--- src/rtl/lsu_rmw_if.sv ---
// Core request/response and word-only data-port signals of the load/store unit.
// master = core + memory side, slave = lsu_rmw.
interface lsu_rmw_if #(
  parameter int ADDR_W = 32,
  parameter int DATA_W = 32
);
  logic              req_valid;
  logic              req_ready;
  logic              req_we;
  logic [2:0]        req_funct3;
  logic [ADDR_W-1:0] req_addr;
  logic [DATA_W-1:0] req_wdata;
  logic              resp_valid;
  logic [DATA_W-1:0] resp_rdata;
  logic              resp_err;
  logic [ADDR_W-1:0] d_addr;
  logic [DATA_W-1:0] d_wdata;
  logic              d_we;
  logic [DATA_W-1:0] d_rdata;

  modport master (
    output req_valid, req_we, req_funct3, req_addr, req_wdata, d_rdata,
    input  req_ready, resp_valid, resp_rdata, resp_err, d_addr, d_wdata, d_we
  );

  modport slave (
    input  req_valid, req_we, req_funct3, req_addr, req_wdata, d_rdata,
    output req_ready, resp_valid, resp_rdata, resp_err, d_addr, d_wdata, d_we
  );
endinterface

--- src/rtl/lsu_rmw.sv ---
// RV32I load/store unit: byte/half/word accesses mapped onto a word-only data port,
// sub-word stores by read-modify-write; misaligned/illegal requests answer with err.
module lsu_rmw #(
  parameter int ADDR_W = 32,
  parameter int DATA_W = 32
) (
  input  logic      clk,
  input  logic      rst_n,
  lsu_rmw_if.slave  bus
);

  typedef enum logic [2:0] {IDLE, LOAD, RMW_RD, WRITE, RESP} state_e;

  state_e            state_q, state_d;
  logic [2:0]        funct3_q;
  logic [1:0]        addr_q;
  logic [15:0]       wdata_q;
  logic              err_q;
  logic [ADDR_W-1:0] d_addr_q;
  logic [DATA_W-1:0] d_wdata_q;
  logic [DATA_W-1:0] rdata_q;

  logic              accept;
  logic              req_err;
  logic [DATA_W-1:0] byte_sh;
  logic [DATA_W-1:0] half_sh;
  logic [DATA_W-1:0] ld_val;
  logic [DATA_W-1:0] merged;

  assign accept = bus.req_valid && (state_q == IDLE);

  always_comb begin
    req_err = 1'b0;
    if (!(bus.req_funct3 inside {3'b000, 3'b001, 3'b010, 3'b100, 3'b101}))
      req_err = 1'b1;
    if (bus.req_we && bus.req_funct3[2])
      req_err = 1'b1;
    if (bus.req_funct3[1:0] == 2'b01 && bus.req_addr[0])
      req_err = 1'b1;
    if (bus.req_funct3[1:0] == 2'b10 && bus.req_addr[1:0] != 2'b00)
      req_err = 1'b1;
  end

  // Lane extraction for loads; funct3[2] selects zero- instead of sign-extension.
  always_comb begin
    byte_sh = bus.d_rdata >> {addr_q, 3'b000};
    half_sh = bus.d_rdata >> {addr_q[1], 4'b0000};
    case (funct3_q[1:0])
      2'b00:   ld_val = {{24{~funct3_q[2] & byte_sh[7]}}, byte_sh[7:0]};
      2'b01:   ld_val = {{16{~funct3_q[2] & half_sh[15]}}, half_sh[15:0]};
      default: ld_val = bus.d_rdata;
    endcase
  end

  always_comb begin
    merged = bus.d_rdata;
    if (funct3_q[1:0] == 2'b00)
      merged[{addr_q, 3'b000} +: 8] = wdata_q[7:0];
    else
      merged[{addr_q[1], 4'b0000} +: 16] = wdata_q;
  end

  always_ff @(posedge clk) begin
    if (!rst_n) state_q <= IDLE;
    else        state_q <= state_d;
  end

  always_comb begin
    state_d = state_q;
    case (state_q)
      IDLE: begin
        if (accept) begin
          if (req_err)                       state_d = RESP;
          else if (!bus.req_we)              state_d = LOAD;
          else if (bus.req_funct3 == 3'b010) state_d = WRITE;
          else                               state_d = RMW_RD;
        end
      end
      LOAD:    state_d = RESP;
      RMW_RD:  state_d = WRITE;
      WRITE:   state_d = RESP;
      RESP:    state_d = IDLE;
      default: state_d = IDLE;
    endcase
  end

  always_ff @(posedge clk) begin
    if (!rst_n) begin
      funct3_q  <= '0;
      addr_q    <= '0;
      wdata_q   <= '0;
      err_q     <= 1'b0;
      d_addr_q  <= '0;
      d_wdata_q <= '0;
      rdata_q   <= '0;
    end else begin
      case (state_q)
        IDLE: begin
          if (accept) begin
            funct3_q <= bus.req_funct3;
            addr_q   <= bus.req_addr[1:0];
            wdata_q  <= bus.req_wdata[15:0];
            err_q    <= req_err;
            rdata_q  <= '0;
            // Errors leave the data port untouched.
            if (!req_err) begin
              d_addr_q <= {bus.req_addr[ADDR_W-1:2], 2'b00};
              if (bus.req_we && bus.req_funct3 == 3'b010)
                d_wdata_q <= bus.req_wdata;
            end
          end
        end
        LOAD:    rdata_q   <= ld_val;
        RMW_RD:  d_wdata_q <= merged;
        default: ;
      endcase
    end
  end

  // Gating with rst_n keeps a write or response from escaping in the reset cycle.
  always_comb begin
    bus.req_ready  = (state_q == IDLE);
    bus.d_we       = (state_q == WRITE) && rst_n;
    bus.resp_valid = (state_q == RESP) && rst_n;
    bus.resp_err   = bus.resp_valid && err_q;
    bus.resp_rdata = rdata_q;
    bus.d_addr     = d_addr_q;
    bus.d_wdata    = d_wdata_q;
  end

endmodule
--- src/flat_wrapper.sv ---
// flat-port wrapper written by rule: the top's interface ports become plain ports
module lsu_rmw_flat 
#(
  parameter int ADDR_W = 32,
  parameter int DATA_W = 32
)
  (clk, rst_n, bus_req_valid, bus_req_we, bus_req_funct3, bus_req_addr, bus_req_wdata, bus_d_rdata, bus_req_ready, bus_resp_valid, bus_resp_rdata, bus_resp_err, bus_d_addr, bus_d_wdata, bus_d_we);
  lsu_rmw_if #(.ADDR_W(ADDR_W), .DATA_W(DATA_W)) bus_i ();
  input  logic clk;
  input  logic rst_n;
  input wire logic [$bits(bus_i.req_valid)-1:0] bus_req_valid;
  input wire logic [$bits(bus_i.req_we)-1:0] bus_req_we;
  input wire logic [$bits(bus_i.req_funct3)-1:0] bus_req_funct3;
  input wire logic [$bits(bus_i.req_addr)-1:0] bus_req_addr;
  input wire logic [$bits(bus_i.req_wdata)-1:0] bus_req_wdata;
  input wire logic [$bits(bus_i.d_rdata)-1:0] bus_d_rdata;
  output wire logic [$bits(bus_i.req_ready)-1:0] bus_req_ready;
  output wire logic [$bits(bus_i.resp_valid)-1:0] bus_resp_valid;
  output wire logic [$bits(bus_i.resp_rdata)-1:0] bus_resp_rdata;
  output wire logic [$bits(bus_i.resp_err)-1:0] bus_resp_err;
  output wire logic [$bits(bus_i.d_addr)-1:0] bus_d_addr;
  output wire logic [$bits(bus_i.d_wdata)-1:0] bus_d_wdata;
  output wire logic [$bits(bus_i.d_we)-1:0] bus_d_we;
  assign bus_i.req_valid = bus_req_valid;
  assign bus_i.req_we = bus_req_we;
  assign bus_i.req_funct3 = bus_req_funct3;
  assign bus_i.req_addr = bus_req_addr;
  assign bus_i.req_wdata = bus_req_wdata;
  assign bus_i.d_rdata = bus_d_rdata;
  assign bus_req_ready = bus_i.req_ready;
  assign bus_resp_valid = bus_i.resp_valid;
  assign bus_resp_rdata = bus_i.resp_rdata;
  assign bus_resp_err = bus_i.resp_err;
  assign bus_d_addr = bus_i.d_addr;
  assign bus_d_wdata = bus_i.d_wdata;
  assign bus_d_we = bus_i.d_we;
  lsu_rmw #(.ADDR_W(ADDR_W), .DATA_W(DATA_W)) u_core (.clk(clk), .rst_n(rst_n), .bus(bus_i));
endmodule
--- config.mk ---
export PLATFORM = sky130hd
export DESIGN_NAME = lsu_rmw_flat
export DESIGN_NICKNAME = d
export VERILOG_FILES = /design/src/rtl/lsu_rmw_if.sv /design/src/rtl/lsu_rmw.sv /design/src/flat_wrapper.sv
export SDC_FILE = /design/constraint.sdc
export NUM_CORES = 1
export LEC_CHECK = 0
export ABC_AREA = 1
export CAP_MARGIN = 30
export CORE_ASPECT_RATIO = 1.1
export CORE_UTILIZATION = 25
export DETAILED_ROUTE_END_ITERATION = 7
export PLACE_DENSITY = 0.61
export SYNTH_ARGS = -nofsm -noshare
export SYNTH_HDL_FRONTEND = slang
export SYNTH_SLANG_ARGS = --single-unit
--- constraint.sdc ---
create_clock -name clk -period 1.82 [get_ports clk]
set_input_delay 0.273 -clock clk [delete_from_list [all_inputs] [get_ports clk]]
set_output_delay 0.273 -clock clk [all_outputs]
set_load 0.01 [all_outputs]
Word-level counts from Yosys, hierarchy flattened --
Index checks and enable logic that the tools add are counted.
Cells by class: add/subtract/negate cells 2, eq/ne operators 14, shift-type cells 6, multiplexer cells 19, bitwise gates (word level) 4, reductions and logical operators 20
Operator list (number):
- $pmux W32 S2 | 3
- $mux W32 | 5
- $bwmux W32 | 2
- $shift A16 B7 Y32 const A | 1
- $shift A8 B7 Y32 const A | 1
- $shiftx A16 B7 Y32 | 1
- $shiftx A8 B7 Y32 | 1
- $shr A32 B5 Y16 | 1
- $shr A32 B5 Y8 | 1
- $neg A5 Y7 | 2
- $eq A3 B2 Y1 const B | 3
- $eq A3 B3 Y1 const B | 3
- $mux W3 | 3
- $pmux W3 S3 | 1
- $logic_and A1 B1 Y1 | 8
- $eq A3 B1 Y1 const B | 2
- $logic_not A3 Y1 | 2
- $reduce_bool A2 Y1 | 3
- $mux W1 | 5
- $reduce_bool A5 Y1 | 1
- $eq A2 B1 Y1 const B | 2
- $ne A2 B1 Y1 const B | 2
- $reduce_and A2 Y1 | 2
- $reduce_and A4 Y1 | 1
- 7 further kinds | 9
Storage, ports and cells: flip-flop bits (word level) 119, input port bits 103, output and inout port bits 100, word-level logic and storage cells 73

Logic depth before layout (Yosys ltp) --
Gate-level depths: netlist of the first run.
depth after elaboration 9, depth in mapped cells 13, mapped depth without buffers 11

Worst setup path before layout of the first run --
OpenSTA, ideal clock, no wires.
path kind reg2reg, start register u_core.addr_q[1], end register u_core.d_wdata_q[6] (netlist: u_core.bus.d_wdata[6]), setup time 0.064 ns, arrival time 1.852 ns, required time 1.756 ns, setup slack -0.096 ns, cell stages (with the launch flop) 11, buffers on the path 1, period minus slack after synthesis 1.916 ns, path through dfxtp_1 > inv_1 > clkbuf_1 > ha_1 > nor2_1 > nand3_1 > o21ai_0 > nand3_1 > nand2_1 > nor2_1 > nor2_1
Between the ends: cells in the longest elaborated chain, start to end 5, elaborated cells between the ends (all ways) 10, those cells by class add/sub (2); shift (4); mux (4)
RTL lines:
- start: declaration | RTL line lsu_rmw.sv:16 | logic [1:0] addr_q;
- start signal: assignment | RTL line lsu_rmw.sv:101 | addr_q <= bus.req_addr[1:0];
- $neg A5 Y7, on equally long branches | RTL line lsu_rmw.sv:60, lsu_rmw.sv:58
- $shiftx A16 B7 Y32 (tied with other cells) | RTL line lsu_rmw.sv:60 | merged[{addr_q[1], 4'b0000} +: 16] = wdata_q;
- $bwmux W32, on equally long branches | RTL line lsu_rmw.sv:60, lsu_rmw.sv:58
- $mux W32 (*) | RTL line lsu_rmw.sv:57 | if (funct3_q[1:0] == 2'b00)
- $pmux W32 S2 (*) | RTL line lsu_rmw.sv:97 | case (state_q)
- end signal: assignment | RTL line lsu_rmw.sv:109 | d_wdata_q <= bus.req_wdata;
- end signal: assignment | RTL line lsu_rmw.sv:114 | RMW_RD: d_wdata_q <= merged;
- end: declaration | RTL line lsu_rmw.sv:20 | logic [DATA_W-1:0] d_wdata_q;
Every way passes the cells marked *; elsewhere a longest branch is shown, timed or not. A chain may end at the register's enable or synchronous reset.

Final worst setup path of the first run --
start register u_core.state_q[2], end output bus_d_we
Between the ends: cells in the longest elaborated chain, start to end 2
RTL lines:
- start: declaration | RTL line lsu_rmw.sv:14 | state_e state_q, state_d;
- start signal: assignment | RTL line lsu_rmw.sv:65 | else state_q <= state_d;
- $eq A3 B2 Y1 | RTL line lsu_rmw.sv:123 | bus.d_we = (state_q == WRITE) && rst_n;
- $logic_and A1 B1 Y1 | RTL line lsu_rmw.sv:123
- end: declaration | RTL line flat_wrapper.sv:23 | output wire logic [$bits(bus_i.d_we)-1:0] bus_d_we;
No other way between the ends.

==> impl_metrics.json, run 1 <==
{
  "reg2reg_depth": 10,
  "ir_drop_uv": 384,
  "cp_max_fo": 4,
  "fin_area_mm2": 0.00992,
  "area_growth_pct": 45.6,
  "cap_violations": 0,
  "ios": 203,
  "clock_sinks": 119,
  "setup_viol": 0,
  "cp_slowest_cell": "dfxtp_1",
  "startpoint_type": "flip-flop",
  "r2r-start": "u_core.addr_q[1]",
  "powerDensity_mw_per_mm2": 885,
  "setup_tns_ns": 0,
  "synthTopCellsByCount": "nand2_1 (365), nor2_1 (177), dfxtp_1 (119), a21oi_1 (86), nand3_1 (68)",
  "place_area_mm2": 0.00924,
  "antenna_found_initial": 1,
  "critPathKind": "flip-flop to output port",
  "overflow": 0,
  "clk_path_buf_depth": 2,
  "worstMarginPinSlew_ns": 0.620,
  "postCtsHoldBufs": 0,
  "vias": 7402,
  "power_w": 0.00878,
  "grt_start_max_net_pins": 65,
  "synth_edf_count": 0,
  "avgSynthCellArea_um2": 6.24,
  "drc": 0,
  "initial_core_util_pct": 25.3,
  "status": "completed",
  "grt_pass1_vias": 6941,
  "yosysSeqAreaShare_pct": 35.0,
  "synth_flop_cell": "dfxtp_1",
  "cp_cell_sequence": "inv_1 -> nand2_2 -> nor3_2 -> clkdlybuf4s15_2",
  "h-tree-depth": 4,
  "drt_iter0_drc": 535,
  "cpPeakStageDelay_ns": 0.33,
  "dr.pass1.iters": 5,
  "gp_congestion": 0.895,
  "tritoncts": "built",
  "p_leak_nw": 4.13,
  "r2r_end": "u_core.bus.d_wdata[7]",
  "power.internal_w": 0.00586,
  "die_h_um": 175,
  "drive_gt1_share_pct": 11.1,
  "hold_path_class": "input pin to flip-flop",
  "finClkSkew_ns": 0.0128,
  "grt_usage_pct": 17.5,
  "dieArea_mm2": 0.0279,
  "syn_area_mm2": 0.00681,
  "cp.required_ns": 1.55,
  "sw_frac_of_total_pct": 33.2,
  "synth.distinct_cells": 37,
  "yosys_register_bits": 119,
  "report.final.slew_viol_count": 0,
  "reg2reg_setup_slack_ns": 0.12,
  "grt_pass1_wl_um": 38000,
  "cts_buffers": 17,
  "finalCritPeriodShare_pct": 95.4,
  "power_frac_comb_pct": 27.3,
  "yosys.area.top_type": "dfxtp_1",
  "endpoint_kind": "output port",
  "antenna_left": 0,
  "hold_ws_ns": 0.383,
  "nets": 1399,
  "switching_power_w": 0.00292,
  "clkPwrFrac_pct": 39.5,
  "fin_crit_ns": 1.74,
  "maxSlewHeadroom_pct": 58.6,
  "worst_slack_ns": 0.0829,
  "crit_arrival_ns": 1.46,
  "post-dp-hpwl_um": 18200,
  "async_reset_ff_share_pct": 0,
  "detail_route.wl_per_cell_um": 14.9,
  "yosysWarnings": 0,
  "synth_area_leaders": "dfxtp_1 (35%), nand2_1 (20%), nor2_1 (9.8%), a21oi_1 (6.3%), nand3_1 (5.0%)",
  "cts_root_buf": "clkbuf_16",
  "drt-total-wl_um": 24700,
  "rows": 63,
  "clk_latency_ns": 0.43,
  "crit_path_end": "bus_d_we",
  "core_mm2": 0.0269,
  "pre_cts_slack_ns": -0.0566,
  "timing.fmax_mhz": 576,
  "yosys.area.top_type_share_pct": 35.0,
  "critPathLaunch": "u_core.state_q[2]",
  "rsz0062_at_grt": "false",
  "power_frac_seq_pct": 33.2,
  "yosysMostFrequentCell": "nand2_1",
  "cts.reportedPaths.clkPinSlew_ns": 0.06,
  "vias_per_cell": 4.45,
  "hold_viol_final": 0,
  "syn_inst": 1091,
  "dieWidth_um": 159,
  "place.port_buffers": 200
}
[power by group through the flow]
stage	Combinational (W)	Clock [W]	Sequential [W]
after floorplan	0.00135	0	0.00302
after global placement	0.00232	0	0.00297
after detailed placement	0.00233	0	0.00297
after CTS	0.00235	0.00354	0.00291
after global routing	0.00266	0.00366	0.00294
final	0.00240	0.00347	0.00292
[critical path, delay by kind of cell (launching register included)]
| kind | cells | cell delay [ns] |
|---|---|---|
| buf+inv | 2 | 0.43 |
| flops | 1 | 0.33 |
| simple gates | 2 | 0.27 |
[stage by stage]
step                std cells  utilization, %
detailed placement       1625            34.4
CTS                      1657            36.6
finish                   1662            36.9
global placement         1625            34.4
floorplan                1092               -
global route             1662            36.9
[layout by cell type, fill, tap and decap left out, types with 2 or more instances in the layout]
master,synthesis,routed
nor2_8,2,2
nand2_1,365,364
clkinvlp_4,0,4
clkinv_1,2,2
nand2_4,4,3
nor2_1,177,173
ha_1,5,3
inv_2,4,7
o211ai_1,25,25
conb_1,1,2
o21ai_0,45,45
nor2_4,3,8
clkbuf_16,0,17
inv_6,1,9
clkdlybuf4s50_1,0,195
nor2_2,2,2
dfxtp_1,119,118
nand2_2,13,14
a21oi_2,10,10
bufinv_16,0,2
o21ai_1,15,15
clkinv_2,0,2
nand3_1,68,68
inv_1,64,60
clkbuf_2,0,3
inv_8,1,2
ha_2,0,2
buf_4,3,44
a21oi_1,86,86
buf_12,0,2
[repair_timing]
item                                    CTS  global route
endpoints found under the setup margin    4            82
cloned                                    0             2
hold endpoints to repair                  0             0
resized for setup                        11            22
pin swaps                                 0             2
setup buffers                             0             2
[area by class of cell]
type                            count  area, µm²
Sequential cell                   119       2380
Inverter                           73        298
Timing Repair inverter              1       7.51
Fill cell                        2865      17000
Antenna cell                        1       2.50
Tap cell                          357        447
Timing Repair Buffer              246       2350
Clock inverter                     15        164
Clock buffer                       17        425
Multi-Input combinational cell    833       3840
[flip-flops by register name, indices dropped and copies added (netlist names)]
| register | count |
|---|---|
| u_core.addr_q | 2 |
| u_core.bus.d_addr | 30 |
| u_core.bus.d_wdata | 32 |
| u_core.bus.resp_rdata | 32 |
| u_core.err_q | 1 |
| u_core.funct3_q | 3 |
| u_core.state_q | 3 |
| u_core.wdata_q | 16 |
[worst min-delay path by stage]
stage | startpoint | endpoint | cells after the start
final | rst_n | u_core.bus.d_wdata[3] | 4
after global routing | rst_n | u_core.bus.d_wdata[3] | 4
after CTS | rst_n | u_core.bus.d_wdata[4] | 4
after detailed placement | u_core.bus.resp_rdata[6] | u_core.bus.resp_rdata[6] | 2
after global placement | u_core.bus.resp_rdata[5] | u_core.bus.resp_rdata[5] | 2
after floorplan | bus_req_wdata[10] | u_core.wdata_q[10] | 2
[per-layer routing]
layer | vias up | global-route usage [%] | share of wire [%] | wire length, µm
li1 | 3848 | - | - | -
met4 | 0 | 5.97 | 1.5 | 372
met2 | 212 | 28.3 | 47 | 11500
met5 | - | 0 | 0 | 0
met1 | 3322 | 22.9 | 46 | 11400
met3 | 20 | 3.56 | 5.8 | 1420
[kinds of logic (layout without fill, tap and decap cells)]
family / count (synthesis) / after routing / synth area share [%]
adders and majority gates: 5 / 5 / 0.918
buffers and inverters: 141 / 352 / 9.92
and+or+nand+nor: 642 / 643 / 39.1
other: 1 / 3 / 0.0550
DFF: 119 / 119 / 35.0
AOI/OAI and AO/OA: 183 / 183 / 15.0
Power figures use the tool's default switching activity.
==> run 2, diff against run 1 <==
--- a/config.mk
+++ b/config.mk
@@ -10,7 +10,7 @@
 export CORE_ASPECT_RATIO = 1.1
 export CORE_UTILIZATION = 25
 export DETAILED_ROUTE_END_ITERATION = 7
-export PLACE_DENSITY = 0.61
+export PLACE_DENSITY = 0.59
 export SYNTH_ARGS = -nofsm -noshare
 export SYNTH_HDL_FRONTEND = slang
 export SYNTH_SLANG_ARGS = --single-unit
==> constraint.sdc (replaced) <==
create_clock -name clk -period 2.2 [get_ports clk]
set_input_delay 0.33 -clock clk [delete_from_list [all_inputs] [get_ports clk]]
set_output_delay 0.33 -clock clk [all_outputs]
set_load 0.01 [all_outputs]
==> run 2 against run 1 <==
Cell count is 1.4% lower. Setup slack better by 0.0064 ns. Hold slack better by 0.084 ns. Sequential share of layout area grew 0.73 points. Critical path depth did not move. Design area is 3.0% lower. Critical path type unchanged. Critical endpoint unchanged. Highest routed layer unchanged.
==> impl_metrics.json, run 2 (synthesis gave the netlist of run 1 again) <==
{
  "status": "completed",
  "powerDensity_mw_per_mm2": 715,
  "fin_crit_ns": 2.11,
  "vias_per_cell": 4.48,
  "initial_core_util_pct": 25.3,
  "ir_drop_uv": 376,
  "drive_gt1_share_pct": 8.28,
  "postCtsHoldBufs": 0,
  "hold_path_class": "flip-flop to flip-flop",
  "cap_violations": 0,
  "regArea_mm2": 0.00238,
  "finalCritPeriodShare_pct": 95.9,
  "cts_resized": 6,
  "crit_arrival_ns": 1.78,
  "clock_sinks": 119,
  "clk_latency_ns": 0.42,
  "nets": 1375,
  "final_common_cell": "nand2_1",
  "grt_pass1_wl_um": 37400,
  "antenna_found_initial": 1,
  "maxSlewHeadroom_pct": 46.9,
  "overflow": 0,
  "cts_root_buf": "clkbuf_16",
  "dr.pass1.iters": 5,
  "endpoint_kind": "output port",
  "cp.required_ns": 1.87,
  "cpPeakStageDelay_ns": 0.57,
  "critPathKind": "flip-flop to output port",
  "cp_slowest_cell": "clkdlybuf4s50_1",
  "core_mm2": 0.0269,
  "dieArea_mm2": 0.0279,
  "p_leak_nw": 4.01,
  "hold_viol_final": 0,
  "fill_cells": 2919,
  "setup_viol": 0,
  "rsz0062_at_grt": "false",
  "report.final.slew_viol_count": 0,
  "detail_route.wl_per_cell_um": 14.9,
  "setup_tns_ns": 0,
  "drt_iter0_drc": 564,
  "power_w": 0.00688,
  "drc": 0,
  "clk_path_buf_depth": 2,
  "post-dp-hpwl_um": 17800,
  "drt-total-wl_um": 24400,
  "mostFrequentLayoutCells": "nand2_1 (365), clkdlybuf4s50_1 (197), nor2_1 (177)",
  "cts_buffers": 17,
  "cts.reportedPaths.clkPinSlew_ns": 0.06,
  "tritoncts": "built",
  "area_growth_pct": 41.2,
  "antenna_left": 0,
  "place.port_buffers": 200,
  "finClkSkew_ns": 0.0110,
  "cp_cell_sequence": "inv_1 -> nand2_1 -> nor3_2 -> clkdlybuf4s50_1",
  "grt_usage_pct": 17.2,
  "h-tree-depth": 4,
  "dieWidth_um": 159,
  "cts_setup_buffers": 0,
  "ios": 203,
  "startpoint_type": "flip-flop",
  "timing.fmax_mhz": 474,
  "grt_start_max_net_pins": 79,
  "worstMarginPinSlew_ns": 0.797,
  "die_h_um": 175,
  "cp_max_fo": 4,
  "rows": 63,
  "path_buf_inv": 2,
  "gp_congestion": 0.889,
  "grt_pass1_vias": 6633,
  "vias": 7338,
  "multiInputGateArea_mm2": 0.00377,
  "cp_top_family": "buffers and inverters"
}
[run 2: cell count changes in the layout (fill, tap and decap cells not counted), moves of 4 or more]
| cell | previous run | this run |
|---|---|---|
| nor2_1 | 173 | 177 |
| inv_1 | 60 | 64 |
| inv_6 | 9 | 5 |
| buf_4 | 44 | 23 |
| nor2_4 | 8 | 3 |
[run 2: final cells by class]
type,instances,share of cell area [%]
sequential,119,24.8
multi-input combinational,832,39.2
clock inverter,13,1.00
timing repair buffer,224,22.7
tap,357,4.64
clock buffer,19,4.60
inverter,73,3.00
antenna,1,0.0260
[run 2: worst min-delay path, delay by kind of cell, from the launching register on]
kind            cells  cell delay, ns
simple gates        1            0.06
flops               1            0.31
compound gates      1            0.05
[run 2: through the flow]
stage	cells	util [%]	area (µm²)	hold WS (ns)	setup slack [ns]
global route	1638	35.8	9620	0.485	0.00764
finish	1638	35.8	9620	0.468	0.0893
detailed placement	1605	33.7	9070	0.458	0.193
CTS	1637	35.8	9620	0.468	0.0384
global placement	1605	33.7	9070	0.454	0.193
floorplan	1092	-	6820	0.435	0.284
[run 2: metal layers]
metal	vias up	share of wire, %	track usage [%]
li1	3810	-	-
met4	0	1.3	4.69
met3	26	5.7	3.39
met1	3269	46	23.2
met2	233	47	27.8
met5	-	0	0
[run 2: final timing paths]
kind / startpoint / endpoint / slack [ns] / cells after the start
max: u_core.state_q[2] / bus_d_we / 0.09 / 4
min: u_core.bus.resp_rdata[2] / u_core.bus.resp_rdata[2] / 0.47 / 2
max reg2reg: u_core.addr_q[1] / u_core.bus.d_wdata[15] / 0.24 / 11
min reg2reg: u_core.bus.resp_rdata[2] / u_core.bus.resp_rdata[2] / 0.47 / 2
[run 2: where the power goes]
part / internal (W) / total (W) / switching, W / leakage [nW]
Sequential: 0.00232 / 0.00241 / 0.0000940 / 0.971
Combinational: 0.000776 / 0.00188 / 0.00110 / 2.78
Clock: 0.00148 / 0.00259 / 0.00111 / 0.264
Total: 0.00457 / 0.00688 / 0.00231 / 4.01
==> run 3, diff against run 2 <==
--- a/config.mk
+++ b/config.mk
@@ -5,12 +5,12 @@
 export SDC_FILE = /design/constraint.sdc
 export NUM_CORES = 1
 export LEC_CHECK = 0
-export ABC_AREA = 1
+export ABC_AREA = 0
 export CAP_MARGIN = 30
-export CORE_ASPECT_RATIO = 1.1
+export CORE_ASPECT_RATIO = 2
 export CORE_UTILIZATION = 25
 export DETAILED_ROUTE_END_ITERATION = 7
-export PLACE_DENSITY = 0.59
+export PLACE_DENSITY = 0.6
 export SYNTH_ARGS = -nofsm -noshare
 export SYNTH_HDL_FRONTEND = slang
 export SYNTH_SLANG_ARGS = --single-unit
==> run 3 against run 2 <==
The run now ends with DRC left. Design area shrank 4.8%. Hold slack lost 0.26 ns. Wire length fell by 7.4%. Sequential share of layout area rose by 1.3 points. Synthesized cell count decreased by 34%.
==> impl_metrics.json, run 3 <==
{
  "synth_top_family_by_area": "compound AO/OA/AOI/OAI gates",
  "tritoncts": "built",
  "hold_viol_final": 0,
  "finClkSkew_ns": 0.00782,
  "clk_latency_ns": 0.43,
  "overflow": 0,
  "cap_violations": 0,
  "hold_depth": 3,
  "cp.required_ns": 2.56,
  "sw_frac_of_total_pct": 28.9,
  "synth.mux.area_fraction_pct": 7.09,
  "gp_congestion": 0.869,
  "status": "finished, violations left",
  "cts_root_buf": "clkbuf_16",
  "grt_start_max_net_pins": 93,
  "maxSlewHeadroom_pct": 44.1,
  "yosysMostFrequentCell": "nand2_1",
  "holdCritStartpoint": "rst_n",
  "switching_power_w": 0.00180,
  "syn_area_mm2": 0.00594,
  "dieArea_mm2": 0.0244,
  "mostFrequentLayoutCells": "clkdlybuf4s50_1 (199), nand2_1 (144), dfxtp_1 (118)",
  "place_area_mm2": 0.00856,
  "synth_area_leaders": "dfxtp_1 (40%), nand2_1 (9.2%), a21oi_1 (7.0%), a21boi_0 (6.4%), mux2i_1 (5.4%)",
  "hold_path_class": "input pin to flip-flop",
  "nets": 1040,
  "reg2reg_setup_slack_ns": 0.1,
  "die_h_um": 220,
  "synth.distinct_cells": 39,
  "powerDensity_mw_per_mm2": 680,
  "h-tree-depth": 4,
  "yosys.area.top_type": "dfxtp_1",
  "synth_xor_area_share_pct": 0,
  "startpoint_type": "flip-flop",
  "avgSynthCellArea_um2": 8.29,
  "critPathKind": "flip-flop to flip-flop",
  "violations": "DRC",
  "fin_crit_ns": 2.10,
  "yosysWarnings": 0,
  "power.internal_w": 0.00443,
  "core_mm2": 0.0233,
  "grt_pass1_wl_um": 34000,
  "yosys.area_share.adder_pct": 1.05,
  "grt_usage_pct": 18.4,
  "reg2reg_depth": 7,
  "dieWidth_um": 111,
  "setup_viol": 0,
  "hold_ws_ns": 0.210,
  "final_common_cell": "clkdlybuf4s50_1",
  "r2r-start": "u_core.addr_q[1]",
  "drt_iter0_drc": 380,
  "whs_endpoint": "u_core.state_q[0]",
  "cts.reportedPaths.clkPinSlew_ns": 0.06,
  "detail_route.wl_per_cell_um": 18.4,
  "crit_arrival_ns": 2.46,
  "drc": 18,
  "r2r_end": "u_core.bus.d_wdata[8]",
  "async_reset_ff_share_pct": 0,
  "cp_max_fo": 8,
  "post-dp-hpwl_um": 17000,
  "drt-total-wl_um": 22600,
  "yosysSeqAreaShare_pct": 40.1,
  "grt_pass1_vias": 5951,
  "dr.pass1.iters": 7,
  "antenna_found_initial": 1,
  "instances_no_fill": 1226,
  "synthTopCellsByCount": "nand2_1 (145), dfxtp_1 (119), a21oi_1 (83), a21boi_0 (51)",
  "postCtsHoldBufs": 0,
  "antenna_left": 0,
  "vias": 6119,
  "synth_edf_count": 0,
  "clock_sinks": 119,
  "cts_buffers": 17,
  "report.final.slew_viol_count": 0,
  "drive_gt1_share_pct": 12.4,
  "area_growth_pct": 54.1,
  "yosys.area.top_type_share_pct": 40.1,
  "place.port_buffers": 200,
  "clkPwrFrac_pct": 41.7,
  "synth_flop_cell": "dfxtp_1",
  "syn_inst": 717,
  "yosys_register_bits": 119,
  "p_leak_nw": 3.24,
  "yosys.area_share.simple_pct": 14.8,
  "ios": 203,
  "post-place-cells": 1195,
  "fin_area_mm2": 0.00916,
  "ir_drop_uv": 368,
  "power_frac_comb_pct": 20.8,
  "finalCritPeriodShare_pct": 95.5,
  "initial_core_util_pct": 25.5,
  "worstMarginPinSlew_ns": 0.839,
  "rows": 79,
  "endpoint_kind": "flip-flop",
  "rsz0062_at_grt": "false",
  "timing.fmax_mhz": 476,
  "vias_per_cell": 4.99,
  "clk_path_buf_depth": 2,
  "power_frac_seq_pct": 37.5,
  "synth_compound_gate_area_share_pct": 31.5
}
[run 3: changes by cell type after synthesis, sizes merged, moves of 34 or more]
cell and delta:
a21boi +51, inv -64, nand3 -70, a221oi +34
nand2 -237, nor2 -176
[run 3: power groups by stage]
stage / Sequential, W / Combinational [W] / Clock, W
after floorplan: 0.00239 / 0.000602 / 0
after global placement: 0.00238 / 0.00126 / 0
after detailed placement: 0.00238 / 0.00128 / 0
after CTS: 0.00234 / 0.00128 / 0.00266
after global routing: 0.00235 / 0.00140 / 0.00276
final: 0.00234 / 0.00129 / 0.00260
[run 3: through the flow]
stage	worst slack (ns)	util, %	setup TNS (ns)	total power [W]
2_1_floorplan	0.111	-	0	0.00299
3_3_place_gp	-0.127	36.7	-2.81	0.00364
3_5_place_dp	-0.134	36.7	-3.72	0.00366
4_1_cts	0.0145	39.0	0	0.00628
5_1_grt	0.00543	39.3	0	0.00651
6_report	0.0988	39.3	0	0.00623
[run 3: what timing repair did]
action,CTS,global route
setup endpoints to repair,1,11
pin swaps,0,3
setup buffers,0,1
gates resized for setup,1,6
[run 3: logic make-up (layout without fill, tap and decap cells)]
logic type,Yosys count,in the layout
AOI/OAI and AO/OA,284,284
adders and majority gates,5,5
other,1,3
buffers and inverters,73,297
muxes,41,41
and+or+nand+nor,194,194
DFF,119,119
[run 3: area by class of cell]
type / instances / area, µm²
fillers: 2343 / 14200
repair buffers: 261 / 2540
diodes: 1 / 2.50
flip-flops and latches: 119 / 2380
clock buffers: 17 / 425
clock inverters: 12 / 109
inverters: 7 / 26.3
well taps: 283 / 354
multi-input cells: 526 / 3310
[run 3: worst max path at each step]
stage	cells after the start	endpoint	slack, ns	start
detailed placement	7	u_core.bus.d_wdata[6]	-0.13	bus_req_funct3[2]
global route	3	bus_resp_err	0.005	u_core.state_q[1]
finish	7	u_core.bus.d_wdata[8]	0.1	u_core.addr_q[1]
floorplan	9	u_core.bus.d_wdata[16]	0.11	u_core.addr_q[0]
global placement	7	u_core.bus.d_wdata[7]	-0.13	bus_req_addr[0]
CTS	3	bus_resp_err	0.01	u_core.state_q[0]
[run 3: worst max-delay path: stages, from the launching register on]
cell,delay (ns)
dfxtp_2,0.37
inv_1,0.14
ha_1,0.26
and4b_1,0.51
a221oi_1,0.14
a211oi_1,0.35
a21oi_1,0.11
a21oi_1,0.16
[run 3: layer usage]
| layer | vias up | GRT usage, % | wire length, µm | part of all wire (%) |
|---|---|---|---|---|
| li1 | 3036 | - | - | - |
| met1 | 2841 | 18.5 | 8200 | 36 |
| met2 | 191 | 34.0 | 12100 | 54 |
| met3 | 51 | 3.71 | 1130 | 5.0 |
| met4 | 0 | 12.3 | 1130 | 5.0 |
| met5 | - | 0 | 0 | 0 |
